===== src/rtl/ram_arbiter.sv =====
// Two-port arbiter sharing one registered-read RAM; write acks 2 cycles and read acks 3 cycles after the grant edge, with one IDLE cycle between grants.
// Port 0 has fixed priority by default; define ARB_ROUND_ROBIN_EN to alternate grants when both ports request.
module ram_arbiter #(
  parameter int DATA_WIDTH = 32,
  parameter int ADDR_WIDTH = 8
) (
  input  logic                  i_clk,
  input  logic                  i_rst,
  input  logic                  i_req0,
  input  logic                  i_req1,
  input  logic                  i_we0,
  input  logic                  i_we1,
  input  logic [ADDR_WIDTH-1:0] i_addr0,
  input  logic [ADDR_WIDTH-1:0] i_addr1,
  input  logic [DATA_WIDTH-1:0] i_wdata0,
  input  logic [DATA_WIDTH-1:0] i_wdata1,
  output logic                  o_ack0,
  output logic                  o_ack1,
  output logic [DATA_WIDTH-1:0] o_rdata0,
  output logic [DATA_WIDTH-1:0] o_rdata1,
  output logic [ADDR_WIDTH-1:0] o_ram_addr,
  output logic [DATA_WIDTH-1:0] o_ram_data,
  output logic                  o_ram_we,
  input  logic [DATA_WIDTH-1:0] i_ram_data,
  output logic                  o_busy,
  output logic                  o_owner
);

  typedef enum logic [1:0] {IDLE, ISSUE, CAPTURE, ACK} state_t;

  state_t state_q, state_d;
  logic   we_q;
  logic   gnt_vld;
  logic   gnt_sel;

  assign gnt_vld = i_req0 | i_req1;

`ifdef ARB_ROUND_ROBIN_EN
  logic last_q;

  // On contention grant the port that did not win last time.
  assign gnt_sel = (i_req0 & i_req1) ? ~last_q : i_req1;

  always_ff @(posedge i_clk or posedge i_rst) begin
    if (i_rst) begin
      last_q <= 1'b1;
    end else if (state_q == IDLE && gnt_vld) begin
      last_q <= gnt_sel;
    end
  end
`else
  assign gnt_sel = ~i_req0;
`endif

  always_ff @(posedge i_clk or posedge i_rst) begin
    if (i_rst) begin
      state_q <= IDLE;
    end else begin
      state_q <= state_d;
    end
  end

  always_comb begin
    state_d  = state_q;
    o_busy   = 1'b0;
    o_ram_we = 1'b0;
    o_ack0   = 1'b0;
    o_ack1   = 1'b0;
    case (state_q)
      IDLE: begin
        if (gnt_vld) state_d = ISSUE;
      end
      ISSUE: begin
        o_busy   = 1'b1;
        o_ram_we = we_q;
        state_d  = we_q ? ACK : CAPTURE;
      end
      CAPTURE: begin
        o_busy  = 1'b1;
        state_d = ACK;
      end
      ACK: begin
        o_busy  = 1'b1;
        o_ack0  = ~o_owner;
        o_ack1  = o_owner;
        state_d = IDLE;
      end
      default: state_d = IDLE;
    endcase
  end

  // The RAM address/data registers double as the latched request.
  always_ff @(posedge i_clk or posedge i_rst) begin
    if (i_rst) begin
      o_owner    <= 1'b0;
      we_q       <= 1'b0;
      o_ram_addr <= '0;
      o_ram_data <= '0;
      o_rdata0   <= '0;
      o_rdata1   <= '0;
    end else begin
      if (state_q == IDLE && gnt_vld) begin
        o_owner    <= gnt_sel;
        we_q       <= gnt_sel ? i_we1 : i_we0;
        o_ram_addr <= gnt_sel ? i_addr1 : i_addr0;
        o_ram_data <= gnt_sel ? i_wdata1 : i_wdata0;
      end
      if (state_q == CAPTURE) begin
        if (o_owner) o_rdata1 <= i_ram_data;
        else         o_rdata0 <= i_ram_data;
      end
    end
  end

endmodule


===== config.mk =====
export PLATFORM = sky130hd
export DESIGN_NAME = ram_arbiter
export DESIGN_NICKNAME = d
export VERILOG_FILES = /design/src/rtl/ram_arbiter.sv
export SDC_FILE = /design/constraint.sdc
export NUM_CORES = 1
export LEC_CHECK = 0
export CORE_MARGIN = 5
export CORE_UTILIZATION = 44
export DETAILED_ROUTE_END_ITERATION = 6
export HOLD_SLACK_MARGIN = 0.15
export MAX_ROUTING_LAYER = met4
export PLACE_DENSITY = 0.83
export SLEW_MARGIN = 0
export SYNTH_ARGS = -nofsm -noshare
export SYNTH_HDL_FRONTEND = slang
export SYNTH_SLANG_ARGS = --single-unit
export TNS_END_PERCENT = 5

===== constraint.sdc =====
create_clock -name i_clk -period 8.8 [get_ports i_clk]
set_input_delay 1.76 -clock i_clk [delete_from_list [all_inputs] [get_ports i_clk]]
set_output_delay 1.76 -clock i_clk [all_outputs]
set_load 0.01 [all_outputs]

# After elaboration in Yosys (flattened, before gate mapping)

Cells that the tools add are included.

Flip-flop bits (word level): 108
Latch bits: 0
Memory bits (writable): 0
ROM bits: 0
Bits of input ports: 118
Output and inout bits: 109
Word-level logic and storage cells: 29
Memories kept: 0

Add/sub/neg operators: 0
Multipliers: 0
Div/mod/pow operators: 0
Order comparisons: 0
Eq/ne operators: 4
Shift operators: 0
Mux-type cells: 10
Bitwise operators: 3
Reduce and logical (&&, ||, !) cells: 5

Operators by type and width:

| kind                                                             | number |
|---|---|
| 32-bit two-way mux                                               | 1 |
| 8-bit two-way mux                                                | 1 |
| 2-bit one-hot mux with 4 select lines                            | 1 |
| 1-bit two-way mux                                                | 6 |
| 2-bit == test (second input constant)                            | 2 |
| 2-bit AND reduction                                              | 2 |
| 3-bit OR reduction                                               | 1 |
| 2-bit by 1-bit == test with 1-bit output (second input constant) | 1 |
| 2-bit zero test                                                  | 1 |
| 2-bit two-way mux                                                | 1 |
| 2-bit inequality test (second input constant)                    | 1 |
| 1-bit inverter                                                   | 2 |
| 1-bit logical AND                                                | 1 |
| 1-bit bitwise OR                                                 | 1 |

# Depth between registers and ports, before layout

Depth after elaboration: 3
Depth in mapped cells: 6
Mapped depth without buffers: 4

# Worst setup path after synthesis

Ideal clock, no wire load.

Kind: input-to-reg
From: input port i_req0
To: register o_ram_addr[0]
Library setup time: 125 ps
Arrival time: 2617 ps
Path slack: 6058 ps
Stages: 4
Path through: buf_6 o21ai_4 buf_6 mux2_2

Word-level cells in the longest chain between the ends: 2
Elaborated cells between the ends (all ways): 3

RTL lines:

| what                 | line | source |
|---|---|---|
| from (decl)          | 9    | `input logic i_req0,` |
| 1-bit bitwise OR     | 36   | `assign gnt_vld = i_req0 \| i_req1;` |
| 1-bit logical AND    | 102  | `if (state_q == IDLE && gnt_vld) begin` |
| to (signal assigned) | 105  | `o_ram_addr <= gnt_sel ? i_addr1 : i_addr0;` |
| to (decl)            | 21   | `output logic [ADDR_WIDTH-1:0] o_ram_addr,` |

Parallel ways exist; a longest one is shown, timed or not.
A chain may end at the register's enable or synchronous reset.

# Worst setup path after layout

From: register state_q[0]
To: output port o_busy

Word-level cells in the longest chain between the ends: 3
Elaborated cells between the ends (all ways): 5

RTL lines:

| what                                                                      | line | source |
|---|---|---|
| from (decl)                                                               | 31   | `state_t state_q, state_d;` |
| from (signal assigned)                                                    | 59   | `state_q <= state_d;` |
| 2-bit == test or 2-bit by 1-bit == test with 1-bit output (tied branches) | 69   | `case (state_q)` |
| 3-bit OR reduction (no source line) (*)                                   | --   |  |
| 1-bit two-way mux (*)                                                     | 69   |  |
| to (decl)                                                                 | 25   | `output logic o_busy,` |

Every way passes the cells marked *; elsewhere a longest branch is shown, timed or not.

==> metrics.md <==
| Metric | Value |
|---|---|
| Vias in the first global route | 3589 |
| R2R depth | 5 |
| Slew HR | 28.5% |
| Worst R2R Setup Slack | 6.62 ns |
| Placed cells | 641 |
| Layout cells sized above 1 | 31.5% |
| NumNets Final | 638 |
| Setup TNS | 0 ns |
| Unrepaired setup endpoints after global routing | false |
| Register area | 2700 um^2 |
| Largest net degree at the start of global routing | 73 |
| Tot Pwr | 0.00245 W |
| Worst slew pin tran | 1.07 ns |
| Final cell count without fillers | 657 |
| Drt first pass iters | 4 |
| Post-synth net total | 413 |
| Sink Count | 108 |
| Peak Freq | 285 MHz |
| Period minus WS final | 3.51 ns |
| Arr. time, crit path | 1.75 ns |
| Final HPWL DP | 9460 um |
| Synth area leaders | dfrtp_1 58%, mux2_2 33%, buf_6 2.2% |
| Endpoint type of the worst setup path | output port |
| TritonCTS clock tree | done |
| Worst skew pair latency | 0.36 ns |
| GRT Overall Usage | 19.8% |
| # rows | 37 |
| Dominant cell type by area after synthesis | dfrtp_1 |
| N_diodes | 0 |
| Slew Limit Fails | 0 |
| Ys Warns | 0 |
| Post-Route WL | 12200 um |
| Tcrit/Tclk final | 39.9% |
| Post-CTS setup buffer count | 0 |
| Design Area, Final | 7200 um^2 |
| Post-CTS sizing | 0 |
| Top-count cell post-synth | mux2_2 |
| First-pass GRT wire length | 19200 um |
| Via density | 4.87 |
| Reg clk slew, reported paths | 0.10 ns |
| Worst flop-to-flop path endpoint | o_rdata0[0] |
| Async set or reset register ratio after synthesis | 100% |
| Critical path peak fanout | 5 |
| Mean Syn Cell Area | 16.1 um^2 |
| Cell count after synthesis | 291 |
| DRT antenna net count | 0 |
| Worst Setup Start Kind | flip-flop |
| Leak | 2.98 nW |
| Dpl cell area | 6990 um^2 |
| Area added between synthesis and finish | 54.2% |
| DRC violations left | 0 |
| Hold Fails Final Rpt | 0 |
| Die area | 12800 um^2 |
| PortBufs | 226 |
| Grt total ovfl | 0 |
| Setup CP Type | reg2out |
| Hold EP | o_rdata0[24] |
| Clock Path Buffers | 2 |
| Post-synth EDFFs | 0 |
| Data required, critical path | 7.04 ns |
| Top cells by count, synth | 137 x mux2_2, 108 x dfrtp_1, 9 x buf_6 |
| H-tree levels | 3 |
| Die Y | 113 um |
| Status | finished clean |
| WHS Path Cells | 1 |
| Seq/Total Area, Yosys | 57.8% |
| Post-CTS Hold Buffers | 0 |
| Primary FF master, synth | dfrtp_1 |
| Worst IR drop on VDD | 0.179 mV |
| Worst reg2reg startpoint | state_q[0] |
| DR WL/cell | 18.6 um |
| Clk_skew | 0.0131 ns |
| Global placer's final weighted congestion | 0.819 |
| Worst min path class | reg2reg |
| Die width | 113 um |
| Initial antenna violation count | 0 |
| # fillers | 726 |
| Synth top area share | 57.8% |
| Area taken by multi-input logic gates | 1810 um^2 |
| DR iter-0 viols | 99 |
| Via count | 3197 |
| Core Area | 10300 um^2 |
| Number of I/O pins | 227 |
| Initial core utilization | 45.3% |
| Mapped Area | 4670 um^2 |
| Cell Pwr Density | 339 nW/um^2 |
| Hold WS | 0.501 ns |
| HP Start | o_rdata0[24] |
| Max cap viols | 0 |
| Root Buffer | clkbuf_8 |
| CTS Buf Count | 9 |
| Unique masters post-synth | 20 |
| #FFs+latches synth | 108 |
| # setup viols final | 0 |
how the worst max path moves through the flow:
| stage | startpoint | endpoint | cells after the start |
|---|---|---|---|
| 6_report | state_q[0] | o_busy | 4 |
| 4_1_cts | state_q[0] | o_busy | 4 |
| 5_1_grt | state_q[0] | o_busy | 4 |
| 2_1_floorplan | i_rst | o_owner | 1 |
| 3_5_place_dp | i_req0 | o_ram_addr[6] | 4 |
| 3_3_place_gp | i_req0 | o_ram_data[22] | 4 |
layout by cell type, fill, tap and decap left out:
cell / netlist / routed
buf_4: 3 / 4
buf_2: 3 / 1
nand2_1: 1 / 1
clkinvlp_4: 0 / 2
dfrtp_1: 108 / 108
nor3_1: 1 / 1
a211oi_1: 1 / 1
nand2b_1: 1 / 1
o21ai_4: 1 / 1
inv_6: 0 / 1
inv_4: 0 / 1
mux2_4: 6 / 6
mux2i_1: 1 / 1
clkbuf_1: 0 / 2
a21oi_1: 1 / 1
nor3b_1: 1 / 1
mux2_1: 4 / 4
clkbuf_8: 0 / 9
mux2_2: 137 / 137
inv_1: 5 / 4
clkdlybuf4s50_1: 0 / 225
ha_1: 4 / 4
bufinv_16: 0 / 2
and2_1: 2 / 2
nor2b_1: 1 / 1
cell type report:
cell class / instances / share of cell area, %
clock buffers: 11 / 1.82
clock inverters: 5 / 1.16
inverters: 5 / 0.295
multi-input cells: 162 / 25.1
flip-flops and latches: 108 / 37.5
well taps: 136 / 2.36
repair buffers: 230 / 31.7
per-layer routing:
layer  global-route usage [%]  vias up  part of all wire (%)
met5                        -        -                     0
met4                     4.73        0                  0.85
met3                     7.75        9                   9.4
met2                     34.1      140                    52
met1                     21.5     1577                    37
li1                         -     1471                     -
worst max-delay path, cell delays in order (launching register included):
cell	delay, ns
dfrtp_1	0.41
inv_1	0.08
ha_1	0.28
inv_1	0.07
clkdlybuf4s50_1	0.55
logic make-up after synthesis:
| family | synth area share (%) |
|---|---|
| AO/OA/AOI/OAI | 0.616 |
| multiplexers | 36.1 |
| buffers and inverters | 3.48 |
| AND/OR/NAND/NOR | 0.884 |
| adder cells (fa/ha/maj) | 1.07 |
| flip-flops | 57.8 |
per-stage QoR:
step | util [%] | setup WS (ns)
6_report | 69.8 | 5.29
5_1_grt | 69.8 | 5.17
4_1_cts | 69.8 | 5.26
3_5_place_dp | 67.7 | 5.02
3_3_place_gp | 67.7 | 5.12
2_1_floorplan | - | 4.19
state kept, by name (all words and copies together), names as in the netlist:
signal      cells
o_owner         1
o_ram_addr      8
o_ram_data     32
o_rdata0       32
o_rdata1       32
state_q         2
we_q            1
power breakdown:
group	internal, W	switching (W)	total, W
registers	0.000756	0.000134	0.000890
clock network	0.000162	0.000162	0.000323
logic	0.000777	0.000455	0.00123
total	0.00169	0.000751	0.00245
Note: power is estimated with default switching activity, not from simulation.
==> patch, RTL diff (config.mk and constraints unchanged) <==
Set the parameter `ADDR_WIDTH` to 6 (it was 8).
--- a/src/rtl/ram_arbiter.sv
+++ b/src/rtl/ram_arbiter.sv
@@ -3,5 +3,5 @@
 module ram_arbiter #(
   parameter int DATA_WIDTH = 32,
-  parameter int ADDR_WIDTH = 8
+  parameter int ADDR_WIDTH = 6
 ) (
   input  logic                  i_clk,
Ports: changed (resized i_addr0, i_addr1 and o_ram_addr); port bits go from 227 to 221. The function was not compared with the original's and may differ.
==> patch against the unedited design <==
Worst setup slack improved by 0.0068 ns. Design area decreased by 0.83%. Critical path depth unchanged. Wire length down 7.1%. Sequential cell count decreased by 2. Worst hold slack better by 0.0029 ns. Power down 2.8%. Area after synthesis about the same. Die area about the same. Global-route usage shrank 1.6 points. Critical endpoint unchanged.
==> patch: results (changes against the unedited design) <==
[logic_synthesis]
synth_seq_cells = 106  ; -1.9%
synth_area_leaders = dfrtp_1 57%, mux2_2 25%, mux2_4 12%
synth.yosys.warnings = 0  ; unchanged
synth_ff_type = dfrtp_1
syn_nets = 403  ; -2.4%
yosysSeqAreaShare_pct = 56.78  ; -1.1 points
syn_avg_cell_area_um2 = 16.39  ; +2.1%
synthTopCellsByCount = 106 x dfrtp_1, 102 x mux2_2, 37 x mux2_4
synth-async-reset-ratio_pct = 100.0  ; unchanged
yosysUniqueCellTypes = 20  ; unchanged

[layout]
final_cells = 644  ; -2.0%
n_fill_cell = 741  ; +2.1%
layout.nets = 622  ; -2.5%
num_antenna_cells = 0  ; unchanged
top_regs = o_ram_data x32, o_rdata0 x32, o_rdata1 x32
layout-drive-gt1-share_pct = 31.50  ; about the same

[route]
routed_wl_um = 11330  ; -7.1%
dr.first_iter.drc_count = 81  ; -18%
dr.max_layer_used = met4
wl_met2_um = 5599  ; -12%
first_pass_iters = 4  ; unchanged
drt-met1-wl_um = 4580  ; +0.53%
viasPerCell = 4.888  ; +0.46%
dr_wl_met3_um = 941  ; -18%
drc = 0  ; unchanged

[placed_design]
routabilityCongestion = 0.7728  ; -5.7%
portBuffers = 220  ; -2.7%
dp_cells = 629  ; -1.9%
place_hpwl_um = 8833  ; -6.7%
dp_slack_ns = 4.930  ; -0.08481 ns

[min_path]
holdPathEnd = o_rdata0[24]
hp-start = o_rdata0[24]
worstHoldPathCells = 1  ; unchanged

[sta]
finalSetupTns_ns = 0  ; unchanged
tightest_slew_ns = 1.201  ; +0.1294 ns
period_needed_ns = 3.502  ; -0.006800 ns
whs_ns = 0.5036  ; +0.002888 ns
finClkSkew_ns = 0.004190  ; -0.008932 ns

[worst_setup_path]
r2r_cells = 4  ; -1
r2r_end = o_ram_data[14]
ff2ff_setup_slack_ns = 7.01  ; +0.39 ns
crit_path_max_fanout = 5  ; unchanged
arrival_ns = 1.74

[power_and_ir_drop]
peakVddDrop_mv = 0.1627  ; -9.2%
leakagePower_nw = 3.046  ; +2.3%

[grt]
grt_pass1_wl_um = 17700  ; -7.8%
grt_usage_pct = 18.12  ; -1.6 points
grt_max_degree = 61  ; -16%
grt_pass1_vias = 3415  ; -4.8%
antenna_found_initial = 0  ; unchanged

[run_status]
outcome = finished clean

[clocking]
cts_htree_levels = 3  ; unchanged
cts_buffer_depth = 2  ; unchanged
postCtsSetupRepairBufs = 0  ; unchanged
cts-root-buf = clkbuf_8
cts_made_buffers = 9  ; unchanged
path_clk_slew_ns = 0.09

[floorplan]
row_count = 37  ; unchanged

## patch: changes by cell type in the layout (fill, tap and decap cells not counted)
cell / change
mux2_2: -35
mux2_4: +31
clkdlybuf4s50_1: -6
clkinv_4: +2
clkinvlp_4: -2
dfrtp_1: -2
bufinv_16: -1
clkbuf_1: -1
clkbuf_8: +1
clkinv_2: +1
inv_6: -1
## patch: report_power, final
part,switching [mW],internal [mW],leakage (nW),total (mW)
combinational,0.448,0.768,1.71,1.22
clock,0.153,0.139,0.0994,0.292
sequential,0.128,0.742,1.24,0.869
## patch: logic make-up (layout without fill, tap and decap cells)
family / count (synthesis) / in the layout / share of synthesized area (%)
AOI/OAI and AO/OA: 3 / 3 / 0.4553
DFF: 106 / 106 / 56.78
adders and majority gates: 4 / 4 / 1.071
buffers and inverters: 21 / 244 / 3.160
muxes: 144 / 144 / 37.65
and+or+nand+nor: 7 / 7 / 0.8838
## patch: cell type report
cell class                      count  area [µm²]  share of cell area, %
Sequential cell                   106        2653                  37.13
Timing Repair Buffer              224        2227                  31.17
Multi-Input combinational cell    158        1879                  26.30
Tap cell                          136       170.2                  2.382
Clock buffer                       11       141.4                  1.979
Clock inverter                      4       52.55                 0.7356
Inverter                            5       21.27                 0.2977
## patch: worst max-delay path, cell delays in order (launching register included)
cell,delay [ns]
dfrtp_1,0.42
inv_1,0.08
ha_1,0.28
inv_1,0.08
clkdlybuf4s50_1,0.53
## patch: metal layers
| metal | up-vias | track usage (%) |
|---|---|---|
| li1 | 1445 | - |
| met3 | 15 | 4.652 |
| met2 | 145 | 30.09 |
| met5 | - | - |
| met4 | 0 | 6.410 |
| met1 | 1543 | 21.42 |
## patch: per-stage QoR
step	total power [mW]	util, %	instance area [µm²]
finish	2.377	69.20	7144
floorplan	1.442	-	4672
CTS	2.410	69.20	7144
global route	2.517	69.20	7144
detailed placement	2.114	67.33	6950
global placement	2.072	67.33	6950
## patch: worst max-delay path by stage
stage	to	depth (start not counted)	startpoint
detailed placement	o_ram_data[14]	4	i_req0
CTS	o_busy	4	state_q[0]
floorplan	o_owner	1	i_rst
finish	o_busy	4	state_q[0]
global route	o_busy	4	state_q[0]
global placement	o_ram_data[13]	4	i_req0
